### config.mk
export PLATFORM = sky130hd
export DESIGN_NAME = spi_slave_tx_feeder_flat
export DESIGN_NICKNAME = d
export VERILOG_FILES = /design/src/rtl/spi_slave_tx_feeder_pkg.sv /design/src/rtl/spi_slave_tx_feeder_if.sv /design/src/rtl/spi_sync_fifo.sv /design/src/rtl/spi_slave_tx_feeder.sv /design/src/flat_wrapper.sv
export SDC_FILE = /design/constraint.sdc
export NUM_CORES = 1
export LEC_CHECK = 0
export CORE_MARGIN = 2
export CORE_UTILIZATION = 55
export DETAILED_ROUTE_END_ITERATION = 10
export PLACE_DENSITY = 0.84
export SETUP_SLACK_MARGIN = 0.4
export SLEW_MARGIN = 20
export SYNTH_ARGS = -nofsm -noshare
export SYNTH_HDL_FRONTEND = slang
export SYNTH_SLANG_ARGS = --single-unit
### constraint.sdc
create_clock -name clk -period 6 [get_ports clk]
set_input_delay 0.9 -clock clk [delete_from_list [all_inputs] [get_ports clk]]
set_output_delay 0.9 -clock clk [all_outputs]
set_load 0.01 [all_outputs]
### src/rtl/spi_slave_tx_feeder_pkg.sv
// Shared definitions for the SPI slave transmit feeder: FSM encoding,
// transmitter idle code and a constant-evaluable clog2.
package spi_slave_tx_feeder_pkg;

    localparam logic [2:0] ST_IDLE    = 3'd0;
    localparam logic [2:0] ST_LOAD    = 3'd1;
    localparam logic [2:0] ST_ARM     = 3'd2;
    localparam logic [2:0] ST_HANDOFF = 3'd3;
    localparam logic [2:0] ST_BUSY    = 3'd4;

    // Transmitter load FSM reports 0 when it can take a new word.
    localparam logic [4:0] TX_IDLE = 5'd0;

    function automatic int clog2(input int value);
        int result;
        int v;
        result = 0;
        v = value - 1;
        while (v > 0) begin
            result = result + 1;
            v = v >> 1;
        end
        return result;
    endfunction

endpackage

### src/rtl/spi_slave_tx_feeder_if.sv
// Register-side and transmitter-side signals of the transmit feeder.
interface spi_slave_tx_feeder_if #(
    parameter int data_len   = 8,
    parameter int fifo_depth = 16
);
    import spi_slave_tx_feeder_pkg::*;

    localparam int LVL_W = clog2(fifo_depth) + 1;

    logic                tx_en;
    logic                flush;
    logic                wr_en;
    logic [data_len-1:0] wr_data;
    logic                clr_status;
    logic [4:0]          state_tx;
    logic                qvld;

    logic [data_len-1:0] din;
    logic                start;
    logic [LVL_W-1:0]    level;
    logic                full;
    logic                empty;
    logic                overflow;
    logic                underrun;
    logic                busy;

    modport master (
        output tx_en, flush, wr_en, wr_data, clr_status, state_tx, qvld,
        input  din, start, level, full, empty, overflow, underrun, busy
    );

    modport slave (
        input  tx_en, flush, wr_en, wr_data, clr_status, state_tx, qvld,
        output din, start, level, full, empty, overflow, underrun, busy
    );

endinterface

### src/rtl/spi_sync_fifo.sv
// Synchronous circular FIFO with show-ahead read data, flush and level.
module spi_sync_fifo
    import spi_slave_tx_feeder_pkg::*;
#(
    parameter int  data_w = 8,
    parameter int  depth  = 16,
    localparam int PTR_W  = clog2(depth),
    localparam int LVL_W  = PTR_W + 1
) (
    input  logic              clk,
    input  logic              rst,
    input  logic              flush,
    input  logic              wr_en,
    input  logic [data_w-1:0] wr_data,
    input  logic              rd_en,
    output logic [data_w-1:0] rd_data,
    output logic [LVL_W-1:0]  level,
    output logic              full,
    output logic              empty,
    output logic              wr_rej
);

    localparam logic [LVL_W-1:0] FULL_LVL = LVL_W'(depth);

    logic [data_w-1:0] mem [depth];
    logic [PTR_W-1:0]  wr_ptr;
    logic [PTR_W-1:0]  rd_ptr;
    logic              do_rd;
    logic              do_wr;

    assign full    = (level == FULL_LVL);
    assign empty   = (level == '0);
    assign rd_data = mem[rd_ptr];

    // A pop frees a slot in the same cycle, so a full FIFO still takes the write.
    assign do_rd  = rd_en & ~empty & ~flush;
    assign do_wr  = wr_en & (~full | do_rd) & ~flush;
    assign wr_rej = wr_en & ~do_wr & ~flush;

    always_ff @(posedge clk) begin
        if (rst || flush) begin
            wr_ptr <= '0;
            rd_ptr <= '0;
            level  <= '0;
        end else begin
            if (do_wr) wr_ptr <= wr_ptr + 1'b1;
            if (do_rd) rd_ptr <= rd_ptr + 1'b1;
            case ({do_wr, do_rd})
                2'b10:   level <= level + 1'b1;
                2'b01:   level <= level - 1'b1;
                default: level <= level;
            endcase
        end
    end

    always_ff @(posedge clk) begin
        if (do_wr) mem[wr_ptr] <= wr_data;
    end

endmodule

### src/rtl/spi_slave_tx_feeder.sv
// Feeds queued words to the SPI slave transmitter, one launch per frame,
// paced by the transmitter's load state and frame-complete level.
module spi_slave_tx_feeder
    import spi_slave_tx_feeder_pkg::*;
#(
    parameter int data_len     = 8,
    parameter int fifo_depth   = 16,
    parameter int start_cycles = 2
) (
    input  logic                  clk,
    input  logic                  rst,
    spi_slave_tx_feeder_if.slave  bus
);

    localparam int LVL_W = clog2(fifo_depth) + 1;
    localparam int CNT_W = clog2(start_cycles + 1);
    localparam logic [CNT_W-1:0] CNT_LAST = CNT_W'(start_cycles - 1);

    logic [2:0]          state;
    logic [CNT_W-1:0]    cnt;
    logic [data_len-1:0] din_r;
    logic [data_len-1:0] fifo_rd_data;
    logic [LVL_W-1:0]    level;
    logic                full;
    logic                empty;
    logic                wr_rej;
    logic                tx_idle;
    logic                pop;
    logic                qvld_d;
    logic                qv_rise;
    logic                underrun_set;
    logic                overflow_r;
    logic                underrun_r;

    assign tx_idle      = (bus.state_tx == TX_IDLE);
    assign pop          = (state == ST_IDLE) & bus.tx_en & ~empty & tx_idle & ~bus.flush;
    assign qv_rise      = bus.qvld & ~qvld_d;
    assign underrun_set = (state == ST_BUSY) & qv_rise & empty;

    spi_sync_fifo #(
        .data_w (data_len),
        .depth  (fifo_depth)
    ) u_fifo (
        .clk     (clk),
        .rst     (rst),
        .flush   (bus.flush),
        .wr_en   (bus.wr_en),
        .wr_data (bus.wr_data),
        .rd_en   (pop),
        .rd_data (fifo_rd_data),
        .level   (level),
        .full    (full),
        .empty   (empty),
        .wr_rej  (wr_rej)
    );

    always_ff @(posedge clk) begin
        if (rst) begin
            state <= ST_IDLE;
            cnt   <= '0;
            din_r <= '0;
        end else if (bus.flush) begin
            state <= ST_IDLE;
            cnt   <= '0;
        end else begin
            if (pop) din_r <= fifo_rd_data;
            case (state)
                ST_IDLE: begin
                    if (pop) begin
                        state <= ST_LOAD;
                        cnt   <= '0;
                    end
                end
                // Counter freezes while tx_en is low so the strobe resumes its full length.
                ST_LOAD: begin
                    if (bus.tx_en) begin
                        if (cnt == CNT_LAST) state <= ST_ARM;
                        else                 cnt   <= cnt + 1'b1;
                    end
                end
                ST_ARM:     if (!tx_idle) state <= ST_HANDOFF;
                ST_HANDOFF: if (tx_idle)  state <= ST_BUSY;
                ST_BUSY:    if (qv_rise)  state <= ST_IDLE;
                default:    state <= ST_IDLE;
            endcase
        end
    end

    // Set events take precedence over clr_status.
    always_ff @(posedge clk) begin
        if (rst) begin
            qvld_d     <= 1'b0;
            overflow_r <= 1'b0;
            underrun_r <= 1'b0;
        end else begin
            qvld_d <= bus.qvld;
            if (wr_rej)              overflow_r <= 1'b1;
            else if (bus.clr_status) overflow_r <= 1'b0;
            if (underrun_set)        underrun_r <= 1'b1;
            else if (bus.clr_status) underrun_r <= 1'b0;
        end
    end

    assign bus.din      = din_r;
    assign bus.start    = (state == ST_LOAD) & bus.tx_en;
    assign bus.level    = level;
    assign bus.full     = full;
    assign bus.empty    = empty;
    assign bus.overflow = overflow_r;
    assign bus.underrun = underrun_r;
    assign bus.busy     = (state != ST_IDLE);

endmodule

### src/flat_wrapper.sv
// flat-port wrapper written by rule: the top's interface ports become plain ports
module spi_slave_tx_feeder_flat import spi_slave_tx_feeder_pkg::*;
#(
    parameter int data_len     = 8,
    parameter int fifo_depth   = 16,
    parameter int start_cycles = 2
)
  (clk, rst, bus_tx_en, bus_flush, bus_wr_en, bus_wr_data, bus_clr_status, bus_state_tx, bus_qvld, bus_din, bus_start, bus_level, bus_full, bus_empty, bus_overflow, bus_underrun, bus_busy);
  spi_slave_tx_feeder_if #(.data_len(data_len), .fifo_depth(fifo_depth)) bus_i ();
  input  logic clk;
  input  logic rst;
  input wire logic [$bits(bus_i.tx_en)-1:0] bus_tx_en;
  input wire logic [$bits(bus_i.flush)-1:0] bus_flush;
  input wire logic [$bits(bus_i.wr_en)-1:0] bus_wr_en;
  input wire logic [$bits(bus_i.wr_data)-1:0] bus_wr_data;
  input wire logic [$bits(bus_i.clr_status)-1:0] bus_clr_status;
  input wire logic [$bits(bus_i.state_tx)-1:0] bus_state_tx;
  input wire logic [$bits(bus_i.qvld)-1:0] bus_qvld;
  output wire logic [$bits(bus_i.din)-1:0] bus_din;
  output wire logic [$bits(bus_i.start)-1:0] bus_start;
  output wire logic [$bits(bus_i.level)-1:0] bus_level;
  output wire logic [$bits(bus_i.full)-1:0] bus_full;
  output wire logic [$bits(bus_i.empty)-1:0] bus_empty;
  output wire logic [$bits(bus_i.overflow)-1:0] bus_overflow;
  output wire logic [$bits(bus_i.underrun)-1:0] bus_underrun;
  output wire logic [$bits(bus_i.busy)-1:0] bus_busy;
  assign bus_i.tx_en = bus_tx_en;
  assign bus_i.flush = bus_flush;
  assign bus_i.wr_en = bus_wr_en;
  assign bus_i.wr_data = bus_wr_data;
  assign bus_i.clr_status = bus_clr_status;
  assign bus_i.state_tx = bus_state_tx;
  assign bus_i.qvld = bus_qvld;
  assign bus_din = bus_i.din;
  assign bus_start = bus_i.start;
  assign bus_level = bus_i.level;
  assign bus_full = bus_i.full;
  assign bus_empty = bus_i.empty;
  assign bus_overflow = bus_i.overflow;
  assign bus_underrun = bus_i.underrun;
  assign bus_busy = bus_i.busy;
  spi_slave_tx_feeder #(.data_len(data_len), .fifo_depth(fifo_depth), .start_cycles(start_cycles)) u_core (.clk(clk), .rst(rst), .bus(bus_i));
endmodule
==> key figures <==
Run status
  • Outcome: complete, no violations

Timing
  • FMAX: approximately 0.25 GHz
  • Setup TNS: 0 ps
  • Setup violations, final: 0
  • Relative slew slack: 27.06%
  • Slew Viols, Final: 0
  • Slew @ Worst Pin: between 1000 and 1500 ps
  • Final Hold Vio Count: 0
  • Final period util: 66.65%
  • RSZ-0062 raised after global routing: false
  • Clk_skew: 18.41 ps
  • Crit path time final: 3999 ps

Finish
  • Non-Filler Instances: 587
  • Final core occ: 65.55%
  • Layout area overhead: 16.43%
  • Most frequent cells in the layout: edfxtp_1, clkdlybuf4s50_1, nor2_1, mux4_2, dfxtp_1
  • Layout cells sized above 1: 18.24%
  • Most common cell after layout, fill and taps aside: edfxtp_1
  • Ant diodes: 0
  • Filler cell count: 744
  • Nets@finish: 462
  • Fin area: 7485 um^2

Floorplanning
  • Initial Util: 56.30%
  • Die ar.: 12,570 um^2
  • Horiz. Die Dim: 112.1 um
  • Core box area: 11,420 um^2
  • Chip Height: around 110 um
  • Row count: 39
  • IO Count: 39

Logic synthesis
  • Yosys warns: 0
  • Post-synthesis mux area share: 11.68%
  • Largest area contributor in the netlist: edfxtp_1
  • Synthesized instance count: 394
  • Mean instance size in the synthesized netlist: approximately 16 um^2
  • Post-Synth Simple-Gate Area: under 10%
  • Distinct cells, synth: 50
  • Synth Area in XOR/XNOR: 0.9537%
  • Compound-cell area share of the yosys netlist: under 10%
  • Sequential fraction of the synthesis area: roughly 69%
  • Largest family of logic cells by synthesized area: multiplexers
  • Mapped Nets: 425
  • Largest cells by area after synthesis: edfxtp_1, mux4_2, dfxtp_1
  • Post-synth EDFFs: 128
  • Top_reg_cell synth: edfxtp_1
  • Flop and latch count out of synthesis: 157
  • Ys async rst share: 0%
  • Adder-cell share of the synthesized area: 2.258%
  • Synthesized cell area: 6429 um^2
  • Post-synth top area share: 59.79%

Routing
  • 1st-pass router iterations: 5
  • Routed len/inst: 22.50 um
  • Initial DRC count: 419
  • Final ANT Viol Nets: 0
  • WL final: 13.21 mm
  • Drt via density: 6.244
  • Vias post-DR: 3,665
  • DRC errors left: 0

Setup path
  • Critical path origin: bus_flush
  • WP data arrival: around 4400 ps
  • Crit path kind: input pin to register
  • Critical Path Fanout Max: 17
  • CP Cell Sequence: clkdlybuf4s50_1 > nor4b_2 > o2111a_1 > o21a_4 > inv_4 > ha_1 > ha_1 > nor2b_1 > o21ai_0 > a21oi_1 > or4_1 > a21oi_1
  • FF-to-FF Start: u_core.u_fifo.level[0]
  • Critical Path Sink Type: register
  • CP Launch Type: input pin
  • Slowest cell on crit path: o2111a_1
  • Worst Path Required: 6350 ps
  • CP peak stage delay: 670 ps

GRT
  • GRT overflow: 0
  • First-pass GRT wire length: 20.61 mm
  • Antenna violations before repair: 0
  • Via count of the first global-routing pass: between 3,000 and 4,000
  • Largest net degree at the start of global routing: 36
  • Total Routing Usage GR: 22.12%

Power
  • Total power: around 2.3 mW
  • Leakage: 2.411 nW
  • Max VDD drop: 0.1875 mV
  • PD cells: slightly above 300 nW/um^2

Clock network
  • Post-CTS Hold Buffers: 0
  • # clock sinks: ~160
  • Post-cts sizing count: 0
  • Worst-Skew Late Latency: 430 ps
  • CTS clk-pin slew, worst paths: 70 ps
  • Num CTS Buffers: 17
  • CTS tree: done
  • CTS Buffer Depth: 2
  • Htree depth: 4
  • Root Driver: clkbuf_16
  • Post-CTS Repair Setup Buffers: 0

Placement
  • Buffers on Ports: 38
  • Detailed placement HPWL: 8.211 mm
  • Placer congestion estimate: 0.8649
  • Placed cells: around 560
  • Post-DP Area: ~7000 um^2

Run
  • Max-cap violations: 0

Min path
  • Origin of the worst min-delay path: u_core.bus.underrun
  • Hold crit path type: register to register
metal layers:
metal / global-route usage (%) / vias up / routed length (um)
li1: - / 1618 / -
met1: 28.99 / 1844 / 5354
met2: 35.58 / 178 / 6518
met3: 6.533 / 25 / 1025
met4: 8.293 / 0 / 307
met5: 0 / - / 0
worst max-delay path, delay by kind of cell:
family | cells | cell delay [ps]
AO/OA/AOI/OAI | 5 | 1420
AND/OR/NAND/NOR | 3 | 920
buffers and inverters | 2 | 550
adder cells (fa/ha/maj) | 2 | 550
per-stage QoR:
stage	hold WS [ps]	setup WS, ps
6_report	476.0	2001
3_5_place_dp	465.5	1618
2_1_floorplan	440.7	2582
3_3_place_gp	451.9	1737
5_1_grt	502.4	1863
4_1_cts	474.2	2034
state kept, by name (all words and copies together), names as in the netlist, 2 cells and up:
register / flops
u_core.u_fifo.mem: 128
u_core.bus.din: 8
u_core.u_fifo.level: 5
u_core.u_fifo.rd_ptr: 4
u_core.u_fifo.wr_ptr: 4
u_core.state: 3
u_core.cnt: 2
where the power goes:
| part | total [mW] | internal [mW] | switching [mW] |
|---|---|---|---|
| registers | 1.18 | 1.18 | 0.00202 |
| logic | 0.0527 | 0.0208 | 0.0319 |
| clock network | 1.03 | 0.552 | 0.474 |
cell type report:
| class | count | area (um^2) | share of cell area [%] |
|---|---|---|---|
| Timing Repair Buffer | 40 | 395.4 | 5.283 |
| Clock buffer | 17 | 425.4 | 5.684 |
| Inverter | 10 | 40.04 | 0.5349 |
| Clock inverter | 15 | 147.6 | 1.973 |
| Multi-Input combinational cell | 205 | 1872 | 25.01 |
| Sequential cell | 157 | 4425 | 59.13 |
| Tap cell | 143 | 178.9 | 2.391 |
synth_stat cells (all sizes together), types with 2 or more instances:
library cell / n
nor3b: 2
o211ai: 2
mux4: 32
nor2b: 7
mux2i: 3
nand2: 16
or4: 4
and2: 2
nand2b: 4
and3: 2
a21oi: 20
ha: 10
nor2: 33
clkbuf: 11
nor3: 8
buf: 11
xor2: 4
dfxtp: 29
a22o: 16
o21ai: 17
nand3: 4
edfxtp: 128
xnor2: 3
inv: 10
final timing paths:
kind | to | slack (ps) | cells after the start
setup / recovery | u_core.u_fifo.level[4] | 2000 | 12
hold reg to reg | u_core.bus.underrun | 480 | 2
setup reg to reg | u_core.u_fifo.level[4] | 2310 | 12
hold / removal | u_core.bus.underrun | 480 | 2
kinds of logic (layout without fill, tap and decap cells):
| family | after synthesis | after routing |
|---|---|---|
| mux | 35 | 35 |
| xor+xnor | 7 | 7 |
| flops | 157 | 157 |
| compound gates | 63 | 63 |
| simple gates | 89 | 89 |
| fa+ha+maj | 11 | 11 |
| buf+inv | 32 | 82 |
No activity file was read; power rests on OpenSTA's default activity.
